[src/rtl/fgp_tx_sched.sv]
// fgp_tx_sched: packet sequencer for the fgp_tx/eth_tx pipeline.
// Walks a full frame chunk by chunk and interleaves single-chunk requests.
// Each packet gets one start pulse and a held offset. A packet ends on
// pkt_done or on a watchdog expiry. The next start then waits out an idle gap.
module fgp_tx_sched #(
    parameter int NUM_CHUNKS     = 150,
    parameter int GAP_CYCLES     = 96,
    parameter int TIMEOUT_CYCLES = 4096
) (
    input  logic       clk,
    input  logic       rst_n,
    input  logic       frame_req,
    input  logic       chunk_req,
    input  logic [7:0] chunk_offset,
    input  logic       pkt_done,
    output logic       pkt_start,
    output logic [7:0] pkt_offset,
    output logic       busy,
    output logic       frame_done,
    output logic       chunk_ack,
    output logic       err
);

    localparam int GAP_W = (GAP_CYCLES > 1) ? $clog2(GAP_CYCLES) : 1;
    localparam int WD_W  = $clog2(TIMEOUT_CYCLES);

    localparam logic [8:0]       NUM_CHUNKS_V = 9'(NUM_CHUNKS);
    localparam logic [7:0]       LAST_IDX     = 8'(NUM_CHUNKS - 1);
    localparam logic [GAP_W-1:0] GAP_LOAD     = GAP_W'((GAP_CYCLES > 0) ? GAP_CYCLES - 1 : 0);
    // The watchdog counts cycles since the pkt_start cycle. The START cycle
    // counts as 0, so the first WAIT_DONE cycle sees 1.
    localparam logic [WD_W-1:0]  WD_LAST      = WD_W'(TIMEOUT_CYCLES - 1);

    typedef enum logic [1:0] {
        IDLE,
        START,
        WAIT_DONE,
        GAP
    } state_t;

    state_t           state, state_d;
    logic             frame_pend, frame_pend_d;
    logic             frame_active, frame_active_d;
    logic [7:0]       frame_idx, frame_idx_d;
    logic             chunk_pend, chunk_pend_d;
    logic [7:0]       chunk_buf, chunk_buf_d;
    logic             cur_chunk, cur_chunk_d;
    logic [GAP_W-1:0] gap_cnt, gap_cnt_d;
    logic [WD_W-1:0]  wd_cnt, wd_cnt_d;
    logic [7:0]       pkt_offset_d;
    logic             pkt_start_d, busy_d, frame_done_d, chunk_ack_d, err_d;
    logic             sel_go, done_now, chunk_valid;

    assign chunk_valid = ({1'b0, chunk_offset} < NUM_CHUNKS_V);

    // Next-state, selection, request capture and registered-output values
    always_comb begin
        // NOTE: every variable gets a default first so no path leaves it unassigned and infers a latch.
        state_d        = state;
        frame_pend_d   = frame_pend;
        frame_active_d = frame_active;
        frame_idx_d    = frame_idx;
        chunk_pend_d   = chunk_pend;
        chunk_buf_d    = chunk_buf;
        cur_chunk_d    = cur_chunk;
        gap_cnt_d      = gap_cnt;
        wd_cnt_d       = wd_cnt;
        pkt_offset_d   = pkt_offset;
        pkt_start_d    = 1'b0;
        frame_done_d   = 1'b0;
        chunk_ack_d    = 1'b0;
        err_d          = 1'b0;
        sel_go         = 1'b0;
        done_now       = 1'b0;

        case (state)
            IDLE: sel_go = 1'b1;
            START: begin
                state_d  = WAIT_DONE;
                wd_cnt_d = WD_W'(1);
            end
            WAIT_DONE: begin
                wd_cnt_d = wd_cnt + 1'b1;
                if (pkt_done) begin
                    done_now = 1'b1;
                end else if (wd_cnt == WD_LAST) begin
                    done_now = 1'b1;
                    err_d    = 1'b1;
                end
                if (done_now) begin
                    if (cur_chunk) begin
                        chunk_ack_d = 1'b1;
                    end else if (frame_idx == LAST_IDX) begin
                        frame_done_d   = 1'b1;
                        frame_active_d = 1'b0;
                    end
                    if (GAP_CYCLES == 0) begin
                        sel_go = 1'b1;
                    end else begin
                        state_d   = GAP;
                        gap_cnt_d = GAP_LOAD;
                    end
                end
            end
            GAP: begin
                if (gap_cnt == '0) sel_go = 1'b1;
                else               gap_cnt_d = gap_cnt - 1'b1;
            end
            default: state_d = IDLE;
        endcase

        // Pick the next packet: a pending chunk first, then the active frame,
        // then a new frame. The consumed flag is cleared here so that a new
        // request captured below in the same cycle survives.
        if (sel_go) begin
            state_d = IDLE;
            if (chunk_pend) begin
                state_d      = START;
                pkt_start_d  = 1'b1;
                pkt_offset_d = chunk_buf;
                cur_chunk_d  = 1'b1;
                chunk_pend_d = 1'b0;
            end else if (frame_active_d) begin
                state_d      = START;
                pkt_start_d  = 1'b1;
                pkt_offset_d = frame_idx + 8'd1;
                frame_idx_d  = frame_idx + 8'd1;
                cur_chunk_d  = 1'b0;
            end else if (frame_pend) begin
                state_d        = START;
                pkt_start_d    = 1'b1;
                pkt_offset_d   = 8'd0;
                frame_idx_d    = 8'd0;
                frame_active_d = 1'b1;
                frame_pend_d   = 1'b0;
                cur_chunk_d    = 1'b0;
            end
        end

        // New requests take priority over the clears made above
        if (frame_req) frame_pend_d = 1'b1;
        if (chunk_req) begin
            if (chunk_valid) begin
                chunk_pend_d = 1'b1;
                chunk_buf_d  = chunk_offset;
            end else begin
                err_d = 1'b1;
            end
        end

        busy_d = (state_d != IDLE) || frame_pend_d || chunk_pend_d || frame_active_d;
    end

    // State and output registers
    always_ff @(posedge clk or negedge rst_n) begin
        // NOTE: sequential state uses non-blocking assignments so every register samples pre-edge values.
        if (!rst_n) begin
            state        <= IDLE;
            frame_pend   <= 1'b0;
            frame_active <= 1'b0;
            frame_idx    <= 8'd0;
            chunk_pend   <= 1'b0;
            chunk_buf    <= 8'd0;
            cur_chunk    <= 1'b0;
            gap_cnt      <= '0;
            wd_cnt       <= '0;
            pkt_start    <= 1'b0;
            pkt_offset   <= 8'd0;
            busy         <= 1'b0;
            frame_done   <= 1'b0;
            chunk_ack    <= 1'b0;
            err          <= 1'b0;
        end else begin
            state        <= state_d;
            frame_pend   <= frame_pend_d;
            frame_active <= frame_active_d;
            frame_idx    <= frame_idx_d;
            chunk_pend   <= chunk_pend_d;
            chunk_buf    <= chunk_buf_d;
            cur_chunk    <= cur_chunk_d;
            gap_cnt      <= gap_cnt_d;
            wd_cnt       <= wd_cnt_d;
            pkt_start    <= pkt_start_d;
            pkt_offset   <= pkt_offset_d;
            busy         <= busy_d;
            frame_done   <= frame_done_d;
            chunk_ack    <= chunk_ack_d;
            err          <= err_d;
        end
    end

endmodule

[config.mk]
export PLATFORM = sky130hd
export DESIGN_NAME = fgp_tx_sched
export DESIGN_NICKNAME = d
export VERILOG_FILES = /design/src/rtl/fgp_tx_sched.sv
export SDC_FILE = /design/constraint.sdc
export NUM_CORES = 1
export LEC_CHECK = 0
export CAP_MARGIN = 20
export CORE_UTILIZATION = 60
export CTS_CLUSTER_DIAMETER = 50
export DETAILED_ROUTE_END_ITERATION = 8
export GPL_TIMING_DRIVEN = 1
export PLACE_DENSITY_LB_ADDON = 0.25
export SLEW_MARGIN = 20
export SYNTH_ARGS = -nofsm -noshare
export SYNTH_HDL_FRONTEND = slang
export SYNTH_SLANG_ARGS = --single-unit
[constraint.sdc]
create_clock -name clk -period 6.3 [get_ports clk]
set_clock_uncertainty 0.2 [all_clocks]
set_input_delay 0.63 -clock clk [delete_from_list [all_inputs] [get_ports clk]]
set_output_delay 0.63 -clock clk [all_outputs]
set_load 0.005 [all_outputs]
==> summary.txt <==
Status
  – Status: completed

Route
  – DRC: 0
  – Routed Antenna Nets: 0
  – DRC violation total after the first TritonRoute iteration: 120
  – Drt wl/cell: ~16 microns
  – Via count: around 2100
  – Drt first pass iters: 4
  – Via density per instance: about 6.0
  – Post-Route WL: 5540 microns

Synth
  – Main combinational cell family by area after synthesis: simple AND/OR/NAND/NOR gates
  – Yosys reg bits: 54
  – Simple-gate portion of the synthesized area: 0.175
  – Mux contribution to synthesized area: 0.0811
  – Post-synthesis async set-or-reset flop share: 1.00
  – Post-Syn Nets: 286
  – Yosys warns: 0
  – Cell area after synthesis: ~0.0027 sq mm
  – Main synth FF type: dfrtp_1
  – Synth cell types: 43
  – Post-synthesis compound-gate area fraction: 0.157
  – Post-synth EDFFs: 0
  – Sequential share of the synthesized area: 0.495
  – Syn_area_per_cell: 10.3 sq um
  – Cells after Synth: ~260
  – Adder-Cell Fraction of Synth Area: 0.0412
  – Post-Synth XOR/XNOR Area: 0.0257

Power
  – Leakage: about 1.4 nW
  – Clock power frac: 0.259
  – VDD IR max: 0.232 mV
  – Design Power: 0.000857 W
  – P_int: 0.000582 W
  – Power per Cell Area: approximately 270 mW/mm^2
  – Combinational Power Share: 0.256
  – Switching Fraction: 0.321
  – Sequential Power Share: 0.485
  – Net Sw Power: approximately 0.00027 W

Timing
  – Setup TNS: 0 ns
  – Slew at the pin with the worst max-slew slack: between 0.6 and 0.7 ns
  – Fin crit share: 0.448
  – Fin. Hold Viols: 0
  – Rel. slew slack: 0.533
  – Min Clock Period, post-route: 2.82 ns
  – Setup violations, final: 0
  – Slew Viols, Final: 0
  – Unrepaired setup endpoints after global routing: no
  – Max Fclk: 354 MHz

Die
  – DIE AREA: 0.00482 sq mm
  – Die Width: 69.5 microns
  – IO Pins: 26
  – Rows: 24
  – Core footprint: 0.00435 sq mm
  – Height of the die: 69.5 microns
  – Initial core utilization: 0.627

Worst hold path
  – Hold WC Path Type: input port to asynchronous set/reset pin

Clock tree
  – CTS tree: yes
  – Reg clk slew, reported paths: 0.10 ns
  – Deepest clock path buffer count: 2
  – CTS Sinks: 54
  – PostCTS Resize Cnt: 0
  – Hold buffers post-CTS: 0
  – Total CTS buffers: 5
  – Clk_lat worst skew: 0.31 ns
  – CTS Root Cell: clkbuf_8
  – Post-CTS setup buffer count: 0
  – H-tree levels: 2

Global route
  – GRT Total Usage: 0.250
  – Vias in the first global route: approximately 1900
  – Largest net degree at the start of global routing: 55
  – Grt ovf: 0
  – Initial antenna violation count: 0
  – First-pass GRT wire length: about 9300 microns

Final layout
  – Layout area overhead: 15.1%
  – Layout cell share with drive strength beyond 1: 0.119
  – ANT cells: 0
  – Fin nets: 315

Critical path
  – Cell chain of the critical path: inv_1, ha_1, or4b_1, o22ai_2, and2_1, o21ai_2, a22o_1
  – Critical-path top delay cell: or4b_1
  – Req. time, crit path: 6.30 ns
  – Critical setup path kind: flop to flop
  – CP arrival: 2.82 ns
  – Start point of the critical path: state[0]$_DFF_PN0_
  – Worst Path Max Fanout: 14
  – Worst R2R Start: state[0]$_DFF_PN0_
  – Worst setup SP type: flop
  – WP buf/inv: 1
  – CP peak stage delay: 0.54 ns
  – Crit path capture type: flop
  – CP top delay family: simple AND/OR/NAND/NOR gates

Placement
  – Detail Placement HPWL: 3890 microns
  – PortBufs: 25
  – RePlAce Congestion: 0.793

Flow run
  – Max-cap violation count: 0
-- kinds of logic (layout without fill, tap and decap cells) --
| group | Yosys count | after routing |
|---|---|---|
| fa+ha+maj | 9 | 9 |
| mux | 17 | 17 |
| flops | 54 | 54 |
| buf+inv | 18 | 48 |
| compound gates | 62 | 62 |
| xor+xnor | 8 | 8 |
| simple gates | 96 | 96 |
-- path summary, 6_finish.rpt --
| check | end | slack [ns] | depth (start not counted) |
|---|---|---|---|
| min reg2reg | gap_cnt[6]$_DFFE_PN0P_ | 0.29 | 1 |
| max in group asynchronous | wd_cnt[0]$_DFFE_PN0N_ | 5.22 | 2 |
| min | wd_cnt[6]$_DFFE_PN0N_ | 0.23 | 2 |
| max reg2reg | frame_idx[4]$_DFFE_PN0P_ | 3.48 | 7 |
| min in group clk | gap_cnt[6]$_DFFE_PN0P_ | 0.29 | 1 |
| max | frame_idx[4]$_DFFE_PN0P_ | 3.48 | 7 |
-- layer usage --
layer  wire length (microns)  track usage  share of wire
met5                       0            0              0
met4                     118        0.109          0.021
met3                     280       0.0494          0.051
met2                    2540        0.370           0.46
met1                    2600        0.359           0.47
-- metrics by stage --
step	hold WS (ns)	cells	cell area, sq um	util	worst slack, ns
after global routing	0.301	346	3140	0.722	3.35
after detailed placement	0.285	338	3030	0.697	3.52
final	0.226	346	3140	0.722	3.48
after floorplan	0.134	264	2730	-	3.87
after global placement	0.262	338	3030	0.697	3.57
after CTS	0.264	346	3140	0.722	3.49
-- area by class of cell --
cell class / instances / area (sq um)
repair buffers: 26 / 253
flip-flops and latches: 54 / 1350
fillers: 315 / 1210
clock buffers: 8 / 110
well taps: 52 / 65.1
multi-input cells: 192 / 1310
inverters: 14 / 55.1
-- cell usage in the layout, fill, tap and decap left out, types with 5 or more instances in the layout --
| cell type | n |
|---|---|
| nand3_1 | 11 |
| a22o_1 | 7 |
| mux2_2 | 9 |
| nand2_1 | 35 |
| nor2_1 | 16 |
| mux2_4 | 8 |
| clkdlybuf4s50_1 | 24 |
| inv_1 | 13 |
| o21ai_0 | 19 |
| ha_1 | 9 |
| nand2b_1 | 5 |
| dfrtp_1 | 54 |
| xnor2_1 | 5 |
| clkbuf_8 | 8 |
| a21oi_1 | 10 |
| o31ai_1 | 6 |
-- flip-flops by register name, indices dropped and copies added, names as in the netlist, 2 cells and up --
register / count
chunk_buf: 8
frame_idx: 8
gap_cnt: 7
pkt_offset: 8
state: 2
wd_cnt: 12
-- synthesized netlist by cell type, types with 3 or more instances --
cell | instances | share of area
clkbuf_1 | 4 | 0.0055
nand4_1 | 3 | 0.0069
o31ai_1 | 6 | 0.016
a21oi_1 | 10 | 0.018
o2bb2ai_1 | 3 | 0.0096
nand3_1 | 11 | 0.020
ha_1 | 9 | 0.041
and3_1 | 3 | 0.0069
xor2_1 | 3 | 0.0096
xnor2_1 | 5 | 0.016
nor3_1 | 3 | 0.0055
a22o_1 | 7 | 0.022
and2_1 | 4 | 0.0092
mux2_2 | 9 | 0.037
dfrtp_1 | 54 | 0.49
nand2_1 | 35 | 0.048
nor2_1 | 16 | 0.022
mux2_4 | 8 | 0.044
or3_1 | 4 | 0.0092
o21ai_0 | 19 | 0.035
nand2b_1 | 5 | 0.011
inv_1 | 13 | 0.018
a21o_1 | 4 | 0.011
-- power groups by stage --
stage	registers (W)	logic [W]	clock network, W
3_5_place_dp	0.000422	0.000219	0
3_3_place_gp	0.000420	0.000211	0
6_report	0.000415	0.000220	0.000222
2_1_floorplan	0.000415	0.000155	0
5_1_grt	0.000423	0.000249	0.000233
4_1_cts	0.000415	0.000221	0.000224
No activity file was read; power rests on OpenSTA's default activity.
